==> config.mk <==
export PLATFORM = sky130hd
export DESIGN_NAME = button_conditioner_flat
export DESIGN_NICKNAME = d
export VERILOG_FILES = /design/src/rtl/button_conditioner_if.sv /design/src/rtl/button_conditioner.sv /design/src/flat_wrapper.sv
export SDC_FILE = /design/constraint.sdc
export NUM_CORES = 1
export LEC_CHECK = 0
export CORE_AREA = 2 2 112 114
export DETAILED_ROUTE_END_ITERATION = 7
export DIE_AREA = 0 0 114 116
export PLACE_DENSITY = 0.42
export SLEW_MARGIN = 15
export SYNTH_ARGS = -nofsm -noshare
export SYNTH_HDL_FRONTEND = slang
export SYNTH_SLANG_ARGS = --single-unit
==> constraint.sdc <==
create_clock -name vga_clock -period 7.4 [get_ports vga_clock]
set_clock_uncertainty 0.15 [all_clocks]
set_input_delay 1.48 -clock vga_clock [delete_from_list [all_inputs] [get_ports vga_clock]]
set_output_delay 1.48 -clock vga_clock [all_outputs]
set_load 0.03 [all_outputs]
==> src/rtl/button_conditioner_if.sv <==
// button_conditioner_if: raw buttons and jump handshake in, conditioned controls out
// master: board/consumer side driving raw buttons and jump_ack
// slave: conditioner driving left/right/jump_req/jump_held
interface button_conditioner_if;
  logic btn_left_raw, btn_right_raw, btn_jump_raw, jump_ack;
  logic left, right, jump_req, jump_held;
  modport master (
    output btn_left_raw, btn_right_raw, btn_jump_raw, jump_ack,
    input  left, right, jump_req, jump_held
  );
  modport slave (
    input  btn_left_raw, btn_right_raw, btn_jump_raw, jump_ack,
    output left, right, jump_req, jump_held
  );
endinterface

==> src/rtl/button_conditioner.sv <==
// button_conditioner: sync, debounce and resolve raw buttons into movement controls
// vga_clock: sole clock; reset_n: synchronous active-low reset
// bus.btn_*_raw: async raw buttons; bus.jump_ack: consumer clears jump_req
// bus.left/right: resolved direction levels; bus.jump_req: held request; bus.jump_held: debounced jump
module button_conditioner #(
  parameter int DEBOUNCE_CYCLES   = 250000,
  parameter bit BUTTON_ACTIVE_LOW = 1'b1,
  parameter bit LR_POLICY         = 1'b1
) (
  input logic vga_clock,
  input logic reset_n,
  button_conditioner_if.slave bus
);
  localparam int CW = $clog2(DEBOUNCE_CYCLES);
  localparam logic [CW-1:0] CNT_MAX = CW'(DEBOUNCE_CYCLES - 1);
  typedef enum logic [1:0] {DIR_NONE, DIR_L, DIR_R} dir_t;
  logic [2:0] w_norm, r_sync1, r_sync2, r_stable, r_prev, w_rise;
  logic [CW-1:0] r_cnt [3];
  dir_t r_dir, w_dir_nxt;
  logic r_jump_req, w_jump_req_nxt;
  // bit order {jump, right, left}; after this 1 always means pressed
  assign w_norm = {bus.btn_jump_raw, bus.btn_right_raw, bus.btn_left_raw} ^ {3{BUTTON_ACTIVE_LOW}};
  assign w_rise = r_stable & ~r_prev;
  always_ff @(posedge vga_clock) begin
    if (!reset_n) begin
      r_sync1    <= '0;
      r_sync2    <= '0;
      r_stable   <= '0;
      r_prev     <= '0;
      r_jump_req <= 1'b0;
      for (int i = 0; i < 3; i++) r_cnt[i] <= '0;
    end else begin
      r_sync1    <= w_norm;
      r_sync2    <= r_sync1;
      r_prev     <= r_stable;
      r_jump_req <= w_jump_req_nxt;
      for (int i = 0; i < 3; i++) begin
        if (r_sync2[i] == r_stable[i]) r_cnt[i] <= '0;
        else if (r_cnt[i] == CNT_MAX) begin
          r_stable[i] <= r_sync2[i];
          r_cnt[i]    <= '0;
        end else r_cnt[i] <= r_cnt[i] + CW'(1);
      end
    end
  end
  always_ff @(posedge vga_clock) begin
    if (!reset_n) r_dir <= DIR_NONE;
    else r_dir <= w_dir_nxt;
  end
  // Rising edges take priority; a falling active direction hands over to the one still held
  always_comb begin
    w_dir_nxt = r_dir;
    if (w_rise[0] && w_rise[1]) w_dir_nxt = DIR_NONE;
    else if (w_rise[0]) w_dir_nxt = DIR_L;
    else if (w_rise[1]) w_dir_nxt = DIR_R;
    else if (!r_stable[0] && !r_stable[1]) w_dir_nxt = DIR_NONE;
    else if (r_dir == DIR_L && !r_stable[0]) w_dir_nxt = DIR_R;
    else if (r_dir == DIR_R && !r_stable[1]) w_dir_nxt = DIR_L;
  end
  // A fresh press outranks a simultaneous ack so the press is never lost
  assign w_jump_req_nxt = w_rise[2] | (r_jump_req & ~bus.jump_ack);
  assign bus.left      = LR_POLICY ? (r_dir == DIR_L) : r_prev[0];
  assign bus.right     = LR_POLICY ? (r_dir == DIR_R) : r_prev[1];
  assign bus.jump_req  = r_jump_req;
  assign bus.jump_held = r_prev[2];
endmodule

==> src/flat_wrapper.sv <==
// flat-port wrapper written by rule: the top's interface ports become plain ports
module button_conditioner_flat 
#(
  parameter int DEBOUNCE_CYCLES   = 250000,
  parameter bit BUTTON_ACTIVE_LOW = 1'b1,
  parameter bit LR_POLICY         = 1'b1
)
  (vga_clock, reset_n, bus_btn_left_raw, bus_btn_right_raw, bus_btn_jump_raw, bus_jump_ack, bus_left, bus_right, bus_jump_req, bus_jump_held);
  button_conditioner_if bus_i ();
  input logic vga_clock;
  input logic reset_n;
  input wire logic [$bits(bus_i.btn_left_raw)-1:0] bus_btn_left_raw;
  input wire logic [$bits(bus_i.btn_right_raw)-1:0] bus_btn_right_raw;
  input wire logic [$bits(bus_i.btn_jump_raw)-1:0] bus_btn_jump_raw;
  input wire logic [$bits(bus_i.jump_ack)-1:0] bus_jump_ack;
  output wire logic [$bits(bus_i.left)-1:0] bus_left;
  output wire logic [$bits(bus_i.right)-1:0] bus_right;
  output wire logic [$bits(bus_i.jump_req)-1:0] bus_jump_req;
  output wire logic [$bits(bus_i.jump_held)-1:0] bus_jump_held;
  assign bus_i.btn_left_raw = bus_btn_left_raw;
  assign bus_i.btn_right_raw = bus_btn_right_raw;
  assign bus_i.btn_jump_raw = bus_btn_jump_raw;
  assign bus_i.jump_ack = bus_jump_ack;
  assign bus_left = bus_i.left;
  assign bus_right = bus_i.right;
  assign bus_jump_req = bus_i.jump_req;
  assign bus_jump_held = bus_i.jump_held;
  button_conditioner #(.DEBOUNCE_CYCLES(DEBOUNCE_CYCLES), .BUTTON_ACTIVE_LOW(BUTTON_ACTIVE_LOW), .LR_POLICY(LR_POLICY)) u_core (.vga_clock(vga_clock), .reset_n(reset_n), .bus(bus_i));
endmodule
==> metrics.cfg <==
[outcome]
status=complete, no violations

[detailed_routing]
drc=0
drtIter0Drc=88
wire_per_inst_um=11.2
num_vias=2454
antenna_left=0
firstDrtPassIters=4
wl_mm=6.30
vias_per_cell=4.37

[timing]
worst_pin_slew_ps=577
rsz0062_at_grt=no
fmax_mhz=307
period_share_pct=44.0
final.setup.tns_ps=0
setup-violations-final=0
relSlewSlack_pct=61.4
hold_viol=0
drv_slew=0
fin_crit_ps=3250
setup_ws_ps=4150

[placement]
dp_hpwl_mm=4.48
io_buffers=9
place_inst=545
preCtsSetupSlack_ps=3980
routabilityCongestion=0.740

[logic_synthesis]
synth_edf_count=54
synth_cell_types=38
postSynthAreaPerCell_um2=10.3
ys.flop_type=edfxtp_1
netlist_area_um2=3500
synthCells=340
async_flop_share_pct=0
ys_seq_area_share_pct=54.8
yosysWarnings=0
yosys_register_bits=69

[finish]
syn_to_final_growth_pct=21.3
fin_cells=561
final_layout_size_suffix_gt1_share_pct=5.31
final_common_cell=nor2_1
diodes=0
fin_util_pct=35.7
final_cell_mix=nor2_1 (64), edfxtp_1 (54), conb_1 (54)
fin_nets=418

[critical_path]
startpoint=u_core.r_dir[1]
cp_data_arrival_time_ps=1620
path_class=reg2out
r2r_setup_slack_ps=4830
critPathSlowestCell=clkdlybuf4s50_1
worstSetupStartpointType=flip-flop
crit_path_max_incr_delay_ps=700
crit_fanout=5
cp-end-kind=primary output
required_ps=5770
r2r_start=u_core.r_cnt[1][6]
reg2reg_depth=4
cp_cell_sequence=inv_1, nor2_1, clkdlybuf4s50_1
r2r_end=u_core.r_cnt[1][10]

[clocking]
cts.sinks=69
clk_latency_ps=330
numCtsBuffers=9
post_cts_buffers=0
clockBufferDepth=2
cts-hold-fix-buffers=0
postCtsResizedCells=0
root_buffer=clkbuf_16
cts_tree=done
cts.reportedPaths.clkPinSlew_ps=50
cts_htree_levels=3

[die]
start_util_pct=29.4
die_w_um=114
die-area_um2=13200
fp-row-count=40
fp.dieH_um=116
core_area_um2=11900
io_pins=10

[job]
maxCapViolCount=0

[power_and_ir_drop]
power_uw=892
leakage_uw=0.00145
powerDensity_nw_per_um2=210
ir_drop_mv=0.0852

[hold_path]
whs_path_depth=1
min_to=u_core.r_sync2[0]
hp-class=reg2reg
min-delay-start=u_core.r_sync1[0]

[global_route]
grt_pass1_vias=2429
grt-ovfl-total=0
grt_max_degree=19
antenna_found_initial=0
grt_use_total_pct=10.8
grt_pass1_wl_mm=11.1

==> sequential cells by signal (all words and copies together), names as in the netlist <==
register             flops
u_core.r_sync2           3
u_core.r_sync1           3
u_core.r_stable          3
u_core.r_dir             2
u_core.r_cnt            54
u_core.bus.jump_req      1
u_core.r_prev            3
==> metrics by stage <==
step / hold slack (ps) / area, µm²
final: 281 / 4250
after global routing: 320 / 4250
after CTS: 284 / 4250
after detailed placement: 271 / 3960
after global placement: 266 / 3960
after floorplan: 262 / 3700
==> synth_stat cells, types with 5 or more instances <==
| cell | number | area, µm² |
|---|---|---|
| or4_1 | 6 | 45.0 |
| nand3_1 | 17 | 85.1 |
| nor2_1 | 64 | 240 |
| nor3_1 | 6 | 30.0 |
| inv_1 | 20 | 75.1 |
| xnor2_1 | 38 | 333 |
| nand4_1 | 15 | 93.8 |
| nand2_1 | 21 | 78.8 |
| o31ai_1 | 5 | 37.5 |
| o21ai_0 | 7 | 35.0 |
| and2_1 | 6 | 37.5 |
| edfxtp_1 | 54 | 1620 |
| a21oi_1 | 8 | 40.0 |
| dfxtp_1 | 15 | 300 |
| nor4_1 | 15 | 93.8 |
| xor2_1 | 7 | 61.3 |
==> how the worst max path moves through the flow <==
stage	depth (start not counted)	slack, ps	end
detailed placement	5	3980	u_core.r_cnt[2][7]
CTS	3	4120	bus_right
global placement	5	4020	u_core.r_cnt[2][11]
finish	3	4150	bus_right
global route	3	4080	bus_right
floorplan	4	4670	u_core.r_cnt[0][10]
==> area by class of cell <==
type	count	area [µm²]
clock buffers	13	272
repair buffers	11	105
flip-flops and latches	69	1920
well taps	147	184
fillers	1241	7660
clock inverters	3	17.5
multi-input cells	298	1680
inverters	20	75.1
==> layer usage <==
| layer | track usage (%) | routed length (µm) | share of wire [%] | vias up |
|---|---|---|---|---|
| met2 | 16.2 | 2770 | 44 | 17 |
| met3 | 2.88 | 158 | 2.5 | 13 |
| met5 | 0 | 0 | 0 | - |
| li1 | - | - | - | 1298 |
| met1 | 13.9 | 3200 | 51 | 1126 |
| met4 | 6.75 | 170 | 2.7 | 0 |
==> worst max-delay path, delay by kind of cell, from the launching register on <==
family | cells | cell delay (ps)
buffers and inverters | 2 | 770
DFF | 1 | 380
and+or+nand+nor | 1 | 140
==> report_power, final <==
| part | total (µW) | switching [µW] | internal [µW] |
|---|---|---|---|
| registers | 447 | 15.0 | 432 |
| clock network | 411 | 156 | 255 |
| logic | 33.1 | 18.4 | 14.7 |
==> cells by family after synthesis <==
family / count (synthesis) / synth area share [%]
and+or+nand+nor: 168 / 23.9
buffers and inverters: 26 / 3.03
DFF: 69 / 54.8
AOI/OAI and AO/OA: 25 / 4.89
muxes: 3 / 0.893
adders and majority gates: 3 / 1.07
other: 1 / 0.107
xor gates and xnor gates: 45 / 11.2
Note: power is estimated with default switching activity, not from simulation.
